### config.mk
export PLATFORM = sky130hd
export DESIGN_NAME = sext_arbiter_flat
export DESIGN_NICKNAME = d
export VERILOG_FILES = /design/src/rtl/sext_arbiter_if.sv /design/src/rtl/sext_arbiter.sv /design/src/flat_wrapper.sv
export SDC_FILE = /design/constraint.sdc
export NUM_CORES = 1
export LEC_CHECK = 0
export CAP_MARGIN = 0
export CORE_MARGIN = 5
export CORE_UTILIZATION = 30
export DETAILED_ROUTE_END_ITERATION = 16
export PLACE_DENSITY = 0.8
export REMOVE_ABC_BUFFERS = 1
export SLEW_MARGIN = 20
export SYNTH_ARGS = -nofsm -noshare
export SYNTH_HDL_FRONTEND = slang
export SYNTH_SLANG_ARGS = --single-unit
### constraint.sdc
create_clock -name clk -period 2.7 [get_ports clk]
set_input_delay 0.405 -clock clk [delete_from_list [all_inputs] [get_ports clk]]
set_output_delay 0.405 -clock clk [all_outputs]
set_load 0.03 [all_outputs]
### src/rtl/sext_arbiter_if.sv
// Request/response bundle for the shared immediate extender: two requesters,
// each with a valid/ready request channel and a valid/ready response channel.
interface sext_arbiter_if #(
    parameter int IN  = 16,
    parameter int OUT = 32
);
    logic           req0_valid;
    logic [IN-1:0]  req0_data;
    logic           req0_zext;
    logic           req0_ready;
    logic           rsp0_valid;
    logic [OUT-1:0] rsp0_data;
    logic           rsp0_ready;

    logic           req1_valid;
    logic [IN-1:0]  req1_data;
    logic           req1_zext;
    logic           req1_ready;
    logic           rsp1_valid;
    logic [OUT-1:0] rsp1_data;
    logic           rsp1_ready;

    modport slave (
        input  req0_valid, req0_data, req0_zext, rsp0_ready,
        input  req1_valid, req1_data, req1_zext, rsp1_ready,
        output req0_ready, rsp0_valid, rsp0_data,
        output req1_ready, rsp1_valid, rsp1_data
    );

    modport master (
        output req0_valid, req0_data, req0_zext, rsp0_ready,
        output req1_valid, req1_data, req1_zext, rsp1_ready,
        input  req0_ready, rsp0_valid, rsp0_data,
        input  req1_ready, rsp1_valid, rsp1_data
    );
endinterface

### src/rtl/sext_arbiter.sv
// One sign/zero extender shared by decode (port 0) and branch unit (port 1),
// round-robin arbitrated, with a single-entry registered result slot.
module sext_arbiter #(
    parameter int IN  = 16,
    parameter int OUT = 32
) (
    input  logic          clk,
    input  logic          rst,
    sext_arbiter_if.slave bus
);

    logic           r_out_valid;
    logic           r_out_owner;
    logic [OUT-1:0] r_out_data;
    logic           r_last_grant;

    logic           w_drain;
    logic           w_can_accept;
    logic           w_grant0;
    logic           w_grant1;
    logic [IN-1:0]  w_sel_data;
    logic           w_sel_zext;
    logic [OUT-1:0] w_ext;
    logic           w_rsp0_valid;
    logic           w_rsp1_valid;

    // The slot frees up either when empty or when its owner takes the result this cycle.
    assign w_drain      = r_out_valid && (r_out_owner ? bus.rsp1_ready : bus.rsp0_ready);
    assign w_can_accept = !r_out_valid || w_drain;

    always_comb begin
        // NOTE: defaults first so every path assigns both grants and no latch is inferred.
        w_grant0 = 1'b0;
        w_grant1 = 1'b0;
        if (w_can_accept && !rst) begin
            if (bus.req0_valid && bus.req1_valid) begin
                w_grant0 = r_last_grant;
                w_grant1 = !r_last_grant;
            end else begin
                w_grant0 = bus.req0_valid;
                w_grant1 = bus.req1_valid;
            end
        end
    end

    assign w_sel_data = w_grant1 ? bus.req1_data : bus.req0_data;
    assign w_sel_zext = w_grant1 ? bus.req1_zext : bus.req0_zext;
    assign w_ext      = {{(OUT-IN){w_sel_data[IN-1] & ~w_sel_zext}}, w_sel_data};

    always_ff @(posedge clk) begin
        // NOTE: state registers use non-blocking assignments so all updates land together at the edge.
        if (rst) begin
            r_out_valid  <= 1'b0;
            r_out_owner  <= 1'b0;
            r_out_data   <= '0;
            r_last_grant <= 1'b1;
        end else if (w_grant0 || w_grant1) begin
            r_out_valid  <= 1'b1;
            r_out_owner  <= w_grant1;
            r_out_data   <= w_ext;
            r_last_grant <= w_grant1;
        end else if (w_drain) begin
            r_out_valid  <= 1'b0;
        end
    end

    assign w_rsp0_valid = r_out_valid && !r_out_owner && !rst;
    assign w_rsp1_valid = r_out_valid &&  r_out_owner && !rst;

    assign bus.req0_ready = w_grant0;
    assign bus.req1_ready = w_grant1;
    assign bus.rsp0_valid = w_rsp0_valid;
    assign bus.rsp1_valid = w_rsp1_valid;
    assign bus.rsp0_data  = w_rsp0_valid ? r_out_data : '0;
    assign bus.rsp1_data  = w_rsp1_valid ? r_out_data : '0;

endmodule
### src/flat_wrapper.sv
// flat-port wrapper written by rule: the top's interface ports become plain ports
module sext_arbiter_flat 
#(
    parameter int IN  = 16,
    parameter int OUT = 32
)
  (clk, rst, bus_req0_valid, bus_req0_data, bus_req0_zext, bus_rsp0_ready, bus_req1_valid, bus_req1_data, bus_req1_zext, bus_rsp1_ready, bus_req0_ready, bus_rsp0_valid, bus_rsp0_data, bus_req1_ready, bus_rsp1_valid, bus_rsp1_data);
  sext_arbiter_if #(.IN(IN), .OUT(OUT)) bus_i ();
  input  logic clk;
  input  logic rst;
  input wire logic [$bits(bus_i.req0_valid)-1:0] bus_req0_valid;
  input wire logic [$bits(bus_i.req0_data)-1:0] bus_req0_data;
  input wire logic [$bits(bus_i.req0_zext)-1:0] bus_req0_zext;
  input wire logic [$bits(bus_i.rsp0_ready)-1:0] bus_rsp0_ready;
  input wire logic [$bits(bus_i.req1_valid)-1:0] bus_req1_valid;
  input wire logic [$bits(bus_i.req1_data)-1:0] bus_req1_data;
  input wire logic [$bits(bus_i.req1_zext)-1:0] bus_req1_zext;
  input wire logic [$bits(bus_i.rsp1_ready)-1:0] bus_rsp1_ready;
  output wire logic [$bits(bus_i.req0_ready)-1:0] bus_req0_ready;
  output wire logic [$bits(bus_i.rsp0_valid)-1:0] bus_rsp0_valid;
  output wire logic [$bits(bus_i.rsp0_data)-1:0] bus_rsp0_data;
  output wire logic [$bits(bus_i.req1_ready)-1:0] bus_req1_ready;
  output wire logic [$bits(bus_i.rsp1_valid)-1:0] bus_rsp1_valid;
  output wire logic [$bits(bus_i.rsp1_data)-1:0] bus_rsp1_data;
  assign bus_i.req0_valid = bus_req0_valid;
  assign bus_i.req0_data = bus_req0_data;
  assign bus_i.req0_zext = bus_req0_zext;
  assign bus_i.rsp0_ready = bus_rsp0_ready;
  assign bus_i.req1_valid = bus_req1_valid;
  assign bus_i.req1_data = bus_req1_data;
  assign bus_i.req1_zext = bus_req1_zext;
  assign bus_i.rsp1_ready = bus_rsp1_ready;
  assign bus_req0_ready = bus_i.req0_ready;
  assign bus_rsp0_valid = bus_i.rsp0_valid;
  assign bus_rsp0_data = bus_i.rsp0_data;
  assign bus_req1_ready = bus_i.req1_ready;
  assign bus_rsp1_valid = bus_i.rsp1_valid;
  assign bus_rsp1_data = bus_i.rsp1_data;
  sext_arbiter #(.IN(IN), .OUT(OUT)) u_core (.clk(clk), .rst(rst), .bus(bus_i));
endmodule
==> flow_metrics.py <==
metrics = {
    "floorplan": {
        "initial_utilization": 0.305,
        "die_h_um": 78.6,
        "die_area_um2": 6180,
        "fp.dieW_um": 78.6,
        "core_area_um2": 4630,
        "ioPinCount": 108,
        "num_rows": 25,
    },
    "sta": {
        "finalHoldViolations": 0,
        "drv_slew": 0,
        "fmax_mhz": 441,
        "whs_ns": 0.499,
        "max_slew_margin": 0.671,
        "tns_ns": 0,
        "rsz0062_at_grt": "false",
        "clock_skew_ns": 0.00701,
        "setup_viol": 0,
        "worst_pin_slew_ns": 0.493,
        "finalCriticalPeriod_ns": 2.27,
        "fin_crit_sh": 0.840,
    },
    "logic_synthesis": {
        "syn_inst": 166,
        "netlist_area_um2": 1410,
        "yosys.area.top_type": "dfxtp_1",
        "seq_area_frac_synth": 0.284,
        "synth_edf_count": 0,
        "yosysWarnings": 0,
        "async_flop_share": 0,
        "post-synth-top-count-cell": "and2_1",
        "synth_top_flop_cell": "dfxtp_1",
        "synth.ff_latch_count": 20,
        "synth.distinct_cells": 32,
        "avgSynthCellArea_um2": 8.50,
        "synth_top_cell_area_share": 0.284,
        "synth_area_leaders": "dfxtp_1 (28%), buf_4 (17%), and2_1 (15%)",
        "synthTopCellsByCount": "and2_1 (33), buf_4 (32), dfxtp_1 (20)",
    },
    "power": {
        "p_leak_nw": 1.05,
        "power.density_nw_per_um2": 404,
        "ir_drop_mv": 0.246,
        "finalPower_mw": 0.901,
    },
    "setup_path": {
        "arrival_ns": 1.86,
        "critical_path_required_ns": 2.30,
        "crit_path_end_kind": "primary output",
        "r2r_setup_slack_ns": 0.88,
        "r2r-start": "u_core.r_out_owner$_SDFFE_PP0P_",
        "crit_start": "bus_req1_valid",
        "rr_worst_depth": 5,
        "cp-start-kind": "primary input",
        "crit_type": "primary input to primary output",
        "r2r_end": "u_core.r_out_data[13]$_SDFFE_PP0P_",
        "crit_path_end": "bus_req1_ready",
        "cp_max_fo": 9,
    },
    "placed_design": {
        "dp_hpwl_mm": 3.36,
        "place_area_um2": 2160,
        "io_buffers": 107,
        "gp_congestion": 0.732,
    },
    "global_routing": {
        "grt_max_degree": 25,
        "grtUsageTotal": 0.127,
        "grt_pass1_wl_mm": 6.28,
        "antenna_found_initial": 0,
        "gr-total-overflow": 0,
        "first_global_vias": 1285,
    },
    "clock_tree": {
        "clk_latency_ns": 0.26,
        "path_clk_slew_ns": 0.07,
        "htreeDepth": 1,
        "clockBufferDepth": 2,
        "cts_sinks": 20,
        "postCtsSetupRepairBufs": 0,
        "numCtsBuffers": 3,
        "cts_tree": "built",
        "root_buffer": "clkbuf_8",
        "cts_hold_buffers": 0,
        "cts_resized": 0,
    },
    "layout": {
        "nNetsFinal": 286,
        "antenna_cells": 0,
        "final_area_um2": 2230,
        "syn2layout_area_growth_pct": 58.2,
        "post-route-util": 0.482,
        "drive_gt1_frac": 0.392,
    },
    "flow_run": {
        "maxCapViolCount": 0,
    },
    "detailed_routing": {
        "num_vias": 1354,
        "drc": 0,
        "drt_iter0_drc": 30,
        "drtPass1Iterations": 4,
        "wl_mm": 4.22,
        "wl_per_cell_um": 14.1,
        "antenna_left": 0,
        "avgViaCountPerCell": 4.53,
    },
    "worst_hold_path": {
        "hp-class": "flop to flop",
    },
    "outcome": {
        "outcome": "completed",
    },
}
==> power by group <==
part / total (mW) / internal (mW) / switching, mW
clock: 0.299 / 0.198 / 0.101
combinational: 0.256 / 0.127 / 0.129
sequential: 0.346 / 0.325 / 0.0214
total: 0.901 / 0.650 / 0.251
==> area by class of cell <==
type | instances | area (um2)
clock inverters | 1 | 30.0
well taps | 54 | 67.6
multi-input cells | 89 | 672
flip-flops and latches | 20 | 400
fillers | 465 | 2400
inverters | 18 | 67.6
clock buffers | 3 | 41.3
repair buffers | 114 | 953
==> sequential cells by signal, indices dropped and copies added (netlist names) <==
| name | cells |
|---|---|
| u_core.r_out_owner | 1 |
| u_core.r_last_grant | 1 |
| u_core.r_out_valid | 1 |
| u_core.r_out_data | 17 |
==> metal layers <==
layer | routed length [um] | vias to the layer above | track usage
met1 | 1730 | 607 | 0.153
met3 | 327 | 4 | 0.0390
met2 | 2120 | 49 | 0.225
met4 | 36 | 0 | 0.0175
met5 | 0 | - | 0
li1 | - | 694 | -
==> worst max-delay path, cell delays in order <==
cell	delay (ns)
clkdlybuf4s50_1	0.50
a21boi_0	0.39
buf_4	0.20
o21ai_4	0.09
nor2_1	0.11
buf_4	0.17
==> worst min-delay path by stage <==
stage                                  endpoint  cells after the start                              from
2_1_floorplan  u_core.r_last_grant$_SDFFE_PP1P_                      1  u_core.r_last_grant$_SDFFE_PP1P_
4_1_cts        u_core.r_last_grant$_SDFFE_PP1P_                      1  u_core.r_last_grant$_SDFFE_PP1P_
6_report       u_core.r_last_grant$_SDFFE_PP1P_                      1  u_core.r_last_grant$_SDFFE_PP1P_
3_3_place_gp   u_core.r_last_grant$_SDFFE_PP1P_                      1  u_core.r_last_grant$_SDFFE_PP1P_
5_1_grt        u_core.r_last_grant$_SDFFE_PP1P_                      1  u_core.r_last_grant$_SDFFE_PP1P_
3_5_place_dp   u_core.r_last_grant$_SDFFE_PP1P_                      1  u_core.r_last_grant$_SDFFE_PP1P_
==> per-stage QoR <==
step	worst slack (ns)	std cells
2_1_floorplan	-11.65	127
3_3_place_gp	0.469	295
3_5_place_dp	0.432	295
4_1_cts	0.428	299
5_1_grt	0.289	299
6_report	0.433	299
==> cells in the final DEF, fill, tap and decap left out, drive strengths merged, types with 2 or more instances in the layout <==
cell type      netlist  layout
buf                 36      75
clkdlybuf4s50        0      39
and2                33      33
dfxtp               20      20
inv                 18      18
o22ai               16      16
a211oi              16      16
a21oi                4       4
clkbuf               3       3
nor2                 2       2
o21ai                2       2
mux2i                2       2
nand2                2       2
==> cells by family (layout without fill, tap and decap cells) <==
family	count (synthesis)	in the layout	synth area share
compound gates	42	42	0.249
buf+inv	57	136	0.248
simple gates	44	44	0.194
mux	3	3	0.0248
flops	20	20	0.284
No activity file was read; power rests on OpenSTA's default activity.
